File: config.mk
export PLATFORM = sky130hd
export DESIGN_NAME = ring_buffer_wr_arbiter
export DESIGN_NICKNAME = d
export VERILOG_FILES = /design/src/rtl/ring_buffer_wr_arbiter_pkg.sv /design/src/rtl/ring_buffer_wr_arbiter_rr_priority_pick.sv /design/src/rtl/ring_buffer_wr_arbiter.sv
export SDC_FILE = /design/constraint.sdc
export NUM_CORES = 1
export LEC_CHECK = 0
export ABC_AREA = 1
export BUFFER_PORTS_ARGS = -buffer_cell sky130_fd_sc_hd__buf_4
export CORE_MARGIN = 2
export CORE_UTILIZATION = 45
export DETAILED_ROUTE_END_ITERATION = 12
export GPL_TIMING_DRIVEN = 0
export PLACE_DENSITY = 0.81
export SLEW_MARGIN = 20
export SYNTH_ARGS = -nofsm -noshare
export SYNTH_HDL_FRONTEND = slang
export SYNTH_SLANG_ARGS = --single-unit
File: constraint.sdc
create_clock -name clk -period 2 [get_ports clk]
set_clock_uncertainty 0.05 [all_clocks]
set_input_delay 0.1 -clock clk [delete_from_list [all_inputs] [get_ports clk]]
set_output_delay 0.1 -clock clk [all_outputs]
set_load 0.01 [all_outputs]
File: src/rtl/ring_buffer_wr_arbiter_pkg.sv
// Shared types and helpers for the ring-buffer write-port arbiter: FSM state encoding,
// width localparams for the default configuration and a reference round-robin pick.
package rb_arb_pkg;

  typedef enum logic {
    IDLE   = 1'b0,
    ACTIVE = 1'b1
  } arb_state_t;

  localparam int DEF_N_REQ     = 4;
  localparam int DEF_MAX_BURST = 4;
  localparam int ID_W          = $clog2(DEF_N_REQ);
  localparam int CNT_W         = $clog2(DEF_MAX_BURST + 1);
  localparam int RR_MAX_REQ    = 16;
  localparam int STAT_W        = 16;

  typedef struct packed {
    logic       found;
    logic [3:0] idx;
  } rr_pick_t;

  // First set bit of valid at or after ptr, wrapping at n; scanning downward lets the
  // closest candidate overwrite the farther ones.
  function automatic rr_pick_t rr_pick(input logic [RR_MAX_REQ-1:0] valid,
                                       input logic [3:0] ptr,
                                       input int n);
    rr_pick_t res;
    int j;
    res = '0;
    for (int i = RR_MAX_REQ - 1; i >= 0; i--) begin
      if (i < n) begin
        j = int'(ptr) + i;
        if (j >= n) j = j - n;
        if (valid[j[3:0]]) begin
          res.found = 1'b1;
          res.idx   = j[3:0];
        end
      end
    end
    return res;
  endfunction

endpackage

File: src/rtl/ring_buffer_wr_arbiter_rr_priority_pick.sv
// Round-robin winner selection: rotate the request vector so ptr sits at bit 0,
// priority-encode the lowest set bit, then rotate the index back.
module rr_priority_pick #(
  parameter int N = 4
) (
  input  logic [N-1:0]         valid,
  input  logic [$clog2(N)-1:0] ptr,
  output logic [$clog2(N)-1:0] idx,
  output logic                 any_valid
);

  localparam int W = $clog2(N);

  logic [N-1:0] rot;
  logic [W:0]   src;
  logic [W:0]   sum;
  logic [W-1:0] off;

  always_comb begin
    rot       = '0;
    src       = '0;
    sum       = '0;
    off       = '0;
    any_valid = 1'b0;
    idx       = '0;
    for (int i = 0; i < N; i++) begin
      src = {1'b0, ptr} + (W+1)'(i);
      if (src >= (W+1)'(N)) src = src - (W+1)'(N);
      rot[i] = valid[src[W-1:0]];
    end
    for (int i = N - 1; i >= 0; i--) begin
      if (rot[i]) begin
        off       = W'(i);
        any_valid = 1'b1;
      end
    end
    sum = {1'b0, ptr} + {1'b0, off};
    if (sum >= (W+1)'(N)) sum = sum - (W+1)'(N);
    idx = sum[W-1:0];
  end

endmodule

File: src/rtl/ring_buffer_wr_arbiter.sv
// Shares one ring_buffer write port between N_REQ producers with round-robin packet-locked grants.
// Define RB_ARB_STATS_EN to add grant_cnt_o, one saturating 16-bit completed-grant counter per producer.
module ring_buffer_wr_arbiter
  import rb_arb_pkg::*;
#(
  parameter int WIDTH     = 8,
  parameter int N_REQ     = DEF_N_REQ,
  parameter int MAX_BURST = DEF_MAX_BURST
) (
  input  logic                     clk,
  input  logic                     rstn,
  input  logic [N_REQ-1:0]         req_valid_i,
  input  logic [N_REQ-1:0]         req_last_i,
  input  logic [N_REQ*WIDTH-1:0]   req_data_i,
  output logic [N_REQ-1:0]         req_ready_o,
  output logic                     enqueue_o,
  output logic [WIDTH-1:0]         data_o,
  input  logic                     full_i,
`ifdef RB_ARB_STATS_EN
  output logic [N_REQ*STAT_W-1:0]  grant_cnt_o,
`endif
  output logic [$clog2(N_REQ)-1:0] grant_id_o,
  output logic                     busy_o
);

  localparam int GNT_W  = $clog2(N_REQ);
  localparam int BEAT_W = $clog2(MAX_BURST + 1);

  arb_state_t        state;
  arb_state_t        state_nxt;
  logic [GNT_W-1:0]  grant_q;
  logic [GNT_W-1:0]  grant_nxt;
  logic [GNT_W-1:0]  rr_ptr;
  logic [GNT_W-1:0]  ptr_nxt;
  logic [BEAT_W-1:0] beat_cnt;
  logic [BEAT_W-1:0] cnt_nxt;

  logic [GNT_W-1:0]  pick_idx;
  logic              pick_any;
  logic              sel_valid;
  logic              sel_last;
  logic [WIDTH-1:0]  sel_data;
  logic              xfer;
  logic              grant_done;

  rr_priority_pick #(
    .N (N_REQ)
  ) u_pick (
    .valid     (req_valid_i),
    .ptr       (rr_ptr),
    .idx       (pick_idx),
    .any_valid (pick_any)
  );

  assign sel_valid  = req_valid_i[grant_q];
  assign sel_last   = req_last_i[grant_q];
  assign sel_data   = req_data_i[int'(grant_q)*WIDTH +: WIDTH];

  // Ready is gated by full, so no beat is ever offered to a full buffer.
  assign busy_o     = (state == ACTIVE);
  assign xfer       = busy_o & sel_valid & ~full_i;
  assign grant_done = xfer & (sel_last | (beat_cnt == BEAT_W'(MAX_BURST - 1)));
  assign enqueue_o  = xfer;
  assign data_o     = busy_o ? sel_data : '0;
  assign grant_id_o = grant_q;

  always_comb begin
    state_nxt   = state;
    grant_nxt   = grant_q;
    ptr_nxt     = rr_ptr;
    cnt_nxt     = beat_cnt;
    req_ready_o = '0;
    case (state)
      IDLE: begin
        if (pick_any) begin
          grant_nxt = pick_idx;
          cnt_nxt   = '0;
          state_nxt = ACTIVE;
        end
      end
      ACTIVE: begin
        req_ready_o[grant_q] = ~full_i;
        if (xfer) cnt_nxt = beat_cnt + 1'b1;
        if (grant_done) begin
          state_nxt = IDLE;
          ptr_nxt   = (grant_q == GNT_W'(N_REQ - 1)) ? '0 : grant_q + 1'b1;
        end
      end
      default: state_nxt = IDLE;
    endcase
  end

  always_ff @(posedge clk or negedge rstn) begin
    if (!rstn) begin
      state    <= IDLE;
      grant_q  <= '0;
      rr_ptr   <= '0;
      beat_cnt <= '0;
    end else begin
      state    <= state_nxt;
      grant_q  <= grant_nxt;
      rr_ptr   <= ptr_nxt;
      beat_cnt <= cnt_nxt;
    end
  end

`ifdef RB_ARB_STATS_EN
  logic [STAT_W-1:0] stat_cnt [N_REQ];

  always_ff @(posedge clk or negedge rstn) begin
    if (!rstn) begin
      for (int k = 0; k < N_REQ; k++) stat_cnt[k] <= '0;
    end else if (grant_done && (stat_cnt[grant_q] != {STAT_W{1'b1}})) begin
      stat_cnt[grant_q] <= stat_cnt[grant_q] + 1'b1;
    end
  end

  for (genvar k = 0; k < N_REQ; k++) begin : g_stat
    assign grant_cnt_o[k*STAT_W +: STAT_W] = stat_cnt[k];
  end
`endif

endmodule

== Yosys cells after proc, flatten, opt, wreduce, memory -nomap -nowiden ==
Index checks and enable logic that the tools add are counted.

* Bits in registers: 8
* Bits of input ports: 43
* Output and inout bits: 16
* Word-level logic and storage cells: 78

* Add/subtract/negate cells: 11
* $lt $le $gt $ge: 11
* Equality and inequality tests: 4
* Shifts and indexed selects: 1
* Multiplexer cells: 36
* Bitwise logic cells: 7
* Reductions and logical operators: 4

{| class="wikitable"
|+ Operators with widths
! operator !! number
|-
| $shiftx A32 B6 Y8 || 1
|-
| $mux W2 || 10
|-
| $lt A2 B3 Y1 const B || 5
|-
| $mux W1 || 13
|-
| $bmux W1 S2 || 6
|-
| $ge A3 B3 Y1 const B || 4
|-
| $sub A2 B1 Y2 const B || 5
|-
| $mux W8 || 1
|-
| $add A2 B2 Y3 const B || 2
|-
| $mux W3 || 2
|-
| $pmux W3 S2 || 1
|-
| $reduce_and A2 Y1 || 3
|-
| $and A4 B4 Y4 || 1
|-
| $mux W4 || 1
|-
| $add A2 B1 Y3 const B || 1
|-
| $add A2 B2 Y3 || 1
|-
| $add A3 B1 Y3 const B || 1
|-
| $and A1 B1 Y1 || 3
|-
| $eq A3 B2 Y1 const B || 1
|-
| $ge A2 B3 Y1 const B || 1
|-
| $add A2 B1 Y2 const B || 1
|-
| $demux W1 S2 || 1
|-
| $eq A2 B2 Y1 const B || 1
|-
| $ge A2 B1 Y1 const B || 1
|-
| other kinds (6) || 7
|}

== Longest topological paths before layout ==
Gate-level depths: netlist of run 1.

* Word-level depth: 12
* Gate-level depth with buffers: 16
* Gate-level depth less buffers: 15

== Cells and area by module ==
A second synthesis of run 1 with hierarchy kept.

* Cell total of the unflattened synthesis: 193
* Area total of the unflattened synthesis: 1116.1 µm²

{| class="wikitable"
|+ By module, submodules not included
! module !! times used !! cells an instance !! area each (µm²) !! seq. area each (µm²)
|-
| ring_buffer_wr_arbiter || 1 || 137 || 857.1 || 200.2
|-
| rr_priority_pick || 1 || 56 || 259.0 || 0.0
|}

== Worst setup path after synthesis of run 1 ==
OpenSTA, ideal clock, no wires.

* Path type: register -> register
* Start: register rr_ptr[0]
* End: register grant_q[1] (netlist: grant_id_o[1])
* Library setup time: 0.119 ns
* Arrival time: 1.601 ns
* Data required time: 1.831 ns
* Setup slack: 0.230 ns
* Stages on the path, launching flop included: 16
* Path buffers: 1
* Clock period less this slack: 1.770 ns
* Cell sequence: dfrtp_1 buf_6 inv_8 nand2_2 nand2_2 nand2_1 nand2_2 nand3_1 a21oi_1 ha_1 xor2_1 nand3_1 nand2_1 inv_1 nor2_2 nor2_1

* Cells in the longest elaborated chain, start to end: 12
* Elaborated cells on any way between the ends: 36
* Those cells by class: 9 x add/sub; 5 x order compare; 21 x mux; 1 x reduce/logical

{| class="wikitable"
|+ RTL lines
! element !! RTL line !! source
|-
| from (decl) || ring_buffer_wr_arbiter.sv:33 || <nowiki>logic [GNT_W-1:0] rr_ptr;</nowiki>
|-
| from (signal assigned) || ring_buffer_wr_arbiter.sv:102 || <nowiki>rr_ptr <= ptr_nxt;</nowiki>
|-
| $add A2 B2 Y3 || ring_buffer_wr_arbiter_rr_priority_pick.sv:27 || <nowiki>src = {1'b0, ptr} + (W+1)'(i);</nowiki>
|-
| $ge A3 B3 Y1 / $sub A2 B1 Y2 (equally long branches) || ring_buffer_wr_arbiter_rr_priority_pick.sv:28 || <nowiki>if (src >= (W+1)'(N)) src = src - (W+1)'(N);</nowiki>
|-
| $mux W2 || ring_buffer_wr_arbiter_rr_priority_pick.sv:28 ||
|-
| $bmux W1 S2 || ring_buffer_wr_arbiter_rr_priority_pick.sv:29 || <nowiki>rot[i] = valid[src[W-1:0]];</nowiki>
|-
| $mux W1 (implied by the code) || ring_buffer_wr_arbiter_rr_priority_pick.sv:29 ||
|-
| $mux W2 (4 in series) || ring_buffer_wr_arbiter_rr_priority_pick.sv:32 || <nowiki>if (rot[i]) begin</nowiki>
|-
| $add A2 B2 Y3 || ring_buffer_wr_arbiter_rr_priority_pick.sv:37 || <nowiki>sum = {1'b0, ptr} + {1'b0, off};</nowiki>
|-
| $ge A3 B3 Y1 / $sub A2 B1 Y2 (equally long branches) || ring_buffer_wr_arbiter_rr_priority_pick.sv:38 || <nowiki>if (sum >= (W+1)'(N)) sum = sum - (W+1)'(N);</nowiki>
|-
| $mux W2 || ring_buffer_wr_arbiter_rr_priority_pick.sv:38 ||
|-
| to (signal assigned) || ring_buffer_wr_arbiter.sv:101 || <nowiki>grant_q <= grant_nxt;</nowiki>
|-
| to (decl) || ring_buffer_wr_arbiter.sv:31 || <nowiki>logic [GNT_W-1:0] grant_q;</nowiki>
|}

Several ways; a longest one is shown, not always the timed one. The select of a mux whose other input is x is not followed.
A chain may end at the register's enable or synchronous reset.

== Worst setup path in the final report of run 1 ==
Ends and elaborated chain as after synthesis.

==> results_dict.tcl, run 1 <==
set metrics [dict create \
    cts_tree "yes" \
    cts_buffer_depth 2 \
    powerDensity_nw_per_um2 1460 \
    htree_levels 1 \
    insertedDiodeCount 0 \
    slew_headroom 0.679 \
    worstPathRequired_ps 2100 \
    path_cells "buf_6 -> clkinv_8 -> nand2_2 -> nand2_2 -> nand2_2 -> nand2_2 -> nand3_2 -> a21oi_2 -> ha_2 -> xor2_2 -> nand3_1 -> nand2_1 -> inv_1 -> nor2_2 -> nor2_1" \
    route.detailed.drc 0 \
    slowest_delay_ps 390 \
    dpl.hpwl_mm 2.48 \
    power_leakage_nw 0.966 \
    min_period_ps 1950 \
    place_congestion 0.826 \
    die_w_um 53.5 \
    antenna_left 0 \
    cts_sinks 8 \
    fp.dieH_um 53.5 \
    cp_slowest_cell "dfrtp_1" \
    pre_cts_ws_ps 74.6 \
    grt_max_degree 12 \
    ys.flop_type "dfrtp_1" \
    timing.hold.ws_ps 158 \
    peakVddDrop_mv 1.06 \
    maxCapViolCount 0 \
    cp_num_buf_inv 3 \
    worstSetupStartpointType "flop" \
    grt_pass1_wl_mm 5.11 \
    synth_seq_cells 8 \
    status "complete, no violations" \
    layout_setup_ws_ps 51.1 \
    maxSlewViolCount 0 \
    final_cell_count_no_fill 291 \
    final_core_util 0.772 \
    vias 1430 \
    synth-edff-count 0 \
    routed_via_density 4.91 \
    worstSetupPathType "reg2reg" \
    post_drt_wl_per_cell_um 11.8 \
    synth_nets 243 \
    syn_avg_cell_area_um2 5.70 \
    critPathCaptureType "flop" \
    core_area_um2 2250 \
    syn-cell-area_um2 1100 \
    nets 315 \
    crit_family "simple AND/OR/NAND/NOR gates" \
    ys_top_cells_by_area "dfrtp_1, nand2_1, nor2_1, o21ai_0, ha_1" \
    yosysWarningCount 0 \
    grt_antenna_before_repair 0 \
    fillers 190 \
    hp-class "in2async" \
    dieArea_um2 2860 \
    ys_types 23 \
    clk_latency_ps 260 \
    ys_seq_area_frac 0.182 \
    hold_viol_final 0 \
    grt_pass1_vias 1229 \
    cts_buffers 3 \
    async_reset_ff_frac 1.00 \
    setup_viol 0 \
    placed_cells 279 \
    synth_top_area_share 0.182 \
    grtUsageTotal 0.242 \
    cts.clk_slew.worst_paths_ps 60 \
    start_util 0.488 \
    root_buffer "clkbuf_4" \
    cpMostUsedCell "nand2_2" \
    clock.fmax_mhz 513 \
    row_count 17 \
    drt-initial-drc-count 43 \
    first_pass_iters 4 \
    portBuffers 58 \
    drive_gt1_frac 0.418 \
    worst_pin_slew_ps 482 \
    synth.most_common_cell "nand2_1" \
    area_growth_pct 58.2 \
    yosysTopAreaCell "dfrtp_1" \
    path_max_fanout 8 \
    drt-total-wl_mm 3.44 \
    cp.arrival_ps 2050 \
    io_pins 59 \
    synthTopCellsByCount "nand2_1, nor2_1, o21ai_0" \
    syn_inst 193 \
    grt_overflow 0 \
    finalCritPeriodShare 0.974 \
    rsz0062_at_grt "yes" \
]
[path summary, 6_finish.rpt]
| kind | from | endpoint | slack, ps | depth (start not counted) |
|---|---|---|---|---|
| max in group asynchronous | rstn | rr_ptr[1] | 1610 | 2 |
| worst min-delay path | rstn | busy_o | 160 | 2 |
| worst max-delay path | rr_ptr[0] | grant_id_o[1] | 50 | 15 |
| worst min register to register | beat_cnt[2] | beat_cnt[2] | 450 | 2 |
| worst max register to register | rr_ptr[0] | grant_id_o[1] | 50 | 15 |
| min in group clk | full_i | beat_cnt[0] | 200 | 5 |
[timing repair]
item,4_1_cts,5_1_grt
endpoints found under the hold margin,8,0
hold buffers,1,0
gates resized for setup,0,21
setup endpoints to repair,0,5
setup buffers,0,8
[metrics by stage]
stage	TNS [ps]	power [mW]	area [um^2]
2_1_floorplan	0	1.53	1100
3_3_place_gp	0	2.08	1570
3_5_place_dp	0	2.10	1570
4_1_cts	0	2.24	1600
5_1_grt	-72.3	2.82	1740
6_report	0	2.54	1740
[flip-flops by register name (all words and copies together) (netlist names)]
name        flops
beat_cnt        3
grant_id_o      2
rr_ptr          2
busy_o          1
[where the power goes]
group	total [mW]	switching [mW]	leakage [nW]	internal [mW]
Sequential	0.310	0.0701	0.0987	0.240
Combinational	2.10	1.17	0.854	0.927
Clock	0.124	0.0557	0.0138	0.0687
[area by class of cell]
cell class              count  area [um^2]  share of cell area
multi-input cells         158          830               0.476
clock buffers               3         22.5              0.0129
repair buffers             67          505               0.290
plain buffers               9         63.8              0.0366
inverters                  18         85.1              0.0489
well taps                  28         35.0              0.0201
flip-flops and latches      8          200               0.115
[layer usage]
layer / track usage / routed length, um / share of wire / vias to the layer above
li1: - / - / - / 745
met1: 0.309 / 1460 / 0.42 / 632
met2: 0.432 / 1760 / 0.51 / 45
met3: 0.0254 / 151 / 0.044 / 8
met4: 0.0513 / 66 / 0.019 / 0
met5: 0 / 0 / 0 / -
[cells by family after synthesis]
| kind of cell | count (synthesis) | synth area share |
|---|---|---|
| compound gates | 33 | 0.150 |
| xor+xnor | 1 | 0.00796 |
| fa+ha+maj | 7 | 0.0795 |
| buf+inv | 27 | 0.123 |
| flops | 8 | 0.182 |
| simple gates | 117 | 0.458 |
[cell usage in the layout, fill, tap and decap left out, types with 6 or more instances in the layout]
cell type	Yosys	layout
a21oi_1	12	11
buf_4	3	68
dfrtp_1	8	8
ha_1	7	6
inv_1	14	14
nand2_1	46	38
nand2_2	11	15
nand3_1	11	9
nor2_1	42	42
o21ai_0	19	19
Note: power is estimated with default switching activity, not from simulation.
==> run 2: changes to the inputs <==
Clock period 2 ns to 1.8 ns, I/O delays scaled along.
==> run 2 against run 1 <==
Compared with the run above: the run now ends with negative setup slack left; register-to-register slack got worse by 220 ps; sequential cell count is the same; total power increased by 11%; setup slack got worse by 220 ps; clock power grew 12%; sequential share of layout area grew 0.072 points; critical path depth unchanged; first-iteration DRC count down 21%; combinational power up 11%; cell area unchanged; highest routed layer unchanged.
==> results_dict.tcl, run 2 (synthesized netlist as in run 1, its figures left out) <==
set metrics [dict create \
    cts_buffer_depth 2 \
    dpl.hpwl_mm 2.48 \
    dieArea_um2 2860 \
    cts_tree "yes" \
    grt_overflow 0 \
    hold_viol_final 0 \
    fp.dieH_um 53.5 \
    grtUsageTotal 0.254 \
    slew_headroom 0.671 \
    core_area_um2 2250 \
    vias 1418 \
    cp.arrival_ps 2080 \
    met1_length_mm 1.51 \
    drt-total-wl_mm 3.42 \
    io_pins 59 \
    routed.top_layer "met4" \
    cts_buffers 3 \
    grt_pass1_wl_mm 5.35 \
    reg2reg_setup_slack_ps -170 \
    drt-initial-drc-count 34 \
    wl_met2_mm 1.76 \
    violations "negative setup slack" \
    area_growth_pct 58.2 \
    grt_max_degree 12 \
    first_pass_iters 4 \
    place_congestion 0.826 \
    reg2reg_from "rr_ptr[0]" \
    finalCritPeriodShare 1.10 \
    root_buffer "clkbuf_4" \
    post_drt_wl_per_cell_um 11.8 \
    final_core_util 0.772 \
    path_cells "buf_6 -> clkinv_8 -> nand2_2 -> nand2_2 -> nand2_2 -> nand2_2 -> nand3_2 -> a21oi_2 -> ha_2 -> xor2_2 -> nand3_1 -> nand2_1 -> inv_1 -> nor2_2 -> nor2_1" \
    power_leakage_nw 0.966 \
    placed_cell_area_um2 1570 \
    worst_pin_slew_ps 493 \
    peakVddDrop_mv 1.15 \
    routed_via_density 4.87 \
    critPathCaptureType "flop" \
    path_max_fanout 8 \
    grt_antenna_before_repair 0 \
    portBuffers 58 \
    maxSlewViolCount 0 \
    htree_levels 1 \
    layout_common_cells "buf_4, nor2_1, nand2_1" \
    tns_ps -173 \
    min_period_ps 1970 \
    die_w_um 53.5 \
    cp-startpoint "rr_ptr[0]" \
    grt_pass1_vias 1285 \
    cpMostUsedCell "nand2_2" \
    start_util 0.488 \
    largest_register "beat_cnt" \
    final_common_cell "buf_4" \
    powerDensity_nw_per_um2 1620 \
    largest_register_ffs 3 \
    hp-class "in2async" \
    maxCapViolCount 0 \
    route.detailed.drc 0 \
    clock.fmax_mhz 507 \
    worstSetupStartpointType "flop" \
    antenna_left 0 \
    cts_sinks 8 \
    worstSetupPathType "reg2reg" \
    rsz0062_at_grt "yes" \
    cp_slowest_cell "dfrtp_1" \
    insertedDiodeCount 0 \
    status "complete, but fails checks" \
    layout_setup_ws_ps -173 \
    row_count 17 \
    worstPathRequired_ps 1900 \
    clk_latency_ps 260 \
    fin_area_um2 1740 \
    nets 315 \
    slowest_delay_ps 410 \
    cts.clk_slew.worst_paths_ps 60 \
    route.met3.wl_um 122 \
    setup_viol 1 \
    drive_gt1_frac 0.414 \
]
-- run 2: area by class of cell --
| cell class | instances | area [um^2] |
|---|---|---|
| fill | 193 | 513 |
| tap | 28 | 35.0 |
| multi-input combinational | 158 | 827 |
| buffer | 8 | 62.6 |
| clock buffer | 3 | 22.5 |
| sequential | 8 | 201 |
| timing repair buffer | 68 | 510 |
| inverter | 18 | 82.6 |
-- run 2: stage by stage --
| step | setup slack (ps) | std cells | power (mW) | hold WS, ps |
|---|---|---|---|---|
| after global routing | -294 | 291 | 3.13 | 157 |
| after CTS | -128 | 288 | 2.60 | 125 |
| after global placement | -102 | 279 | 2.31 | -139 |
| final | -173 | 291 | 2.82 | 147 |
| after floorplan | 30.1 | 193 | 1.70 | -256 |
| after detailed placement | -125 | 279 | 2.34 | -137 |
-- run 2: final timing paths --
kind                            endpoint  cells after the start
max                        grant_id_o[1]                     15
min                               busy_o                      2
max reg2reg                grant_id_o[1]                     15
min reg2reg                  beat_cnt[2]                      2
max in group asynchronous  grant_id_o[0]                      2
min in group clk             beat_cnt[0]                      5
-- run 2: routing by layer --
| layer | track usage | vias up |
|---|---|---|
| met5 | 0 | - |
| met4 | 0.0598 | 0 |
| met3 | 0.0311 | 4 |
| met2 | 0.455 | 36 |
| met1 | 0.317 | 631 |
| li1 | - | 747 |
-- run 2: power by group --
| group | internal, mW | total, mW | switching, mW | leakage [nW] |
|---|---|---|---|---|
| sequential | 0.269 | 0.347 | 0.0777 | 0.0975 |
| combinational | 1.04 | 2.33 | 1.30 | 0.855 |
| clock | 0.0764 | 0.139 | 0.0624 | 0.0138 |
| total | 1.38 | 2.82 | 1.44 | 0.966 |
-- run 2: what timing repair did --
item | 4_1_cts | 5_1_grt
endpoints found under the hold margin | 8 | 0
gates resized for setup | 4 | 19
endpoints found under the setup margin | 10 | 12
pin swaps | 6 | 15
setup buffers | 4 | 4
gates cloned | 1 | 0
hold buffers | 1 | 0
-- run 2: worst max-delay path: cells and delay by family, from the launching register on --
| kind | cells | cell delay, ps |
|---|---|---|
| compound gates | 1 | 140 |
| flops | 1 | 410 |
| xor+xnor | 1 | 150 |
| simple gates | 9 | 630 |
| fa+ha+maj | 1 | 210 |
| buf+inv | 3 | 260 |
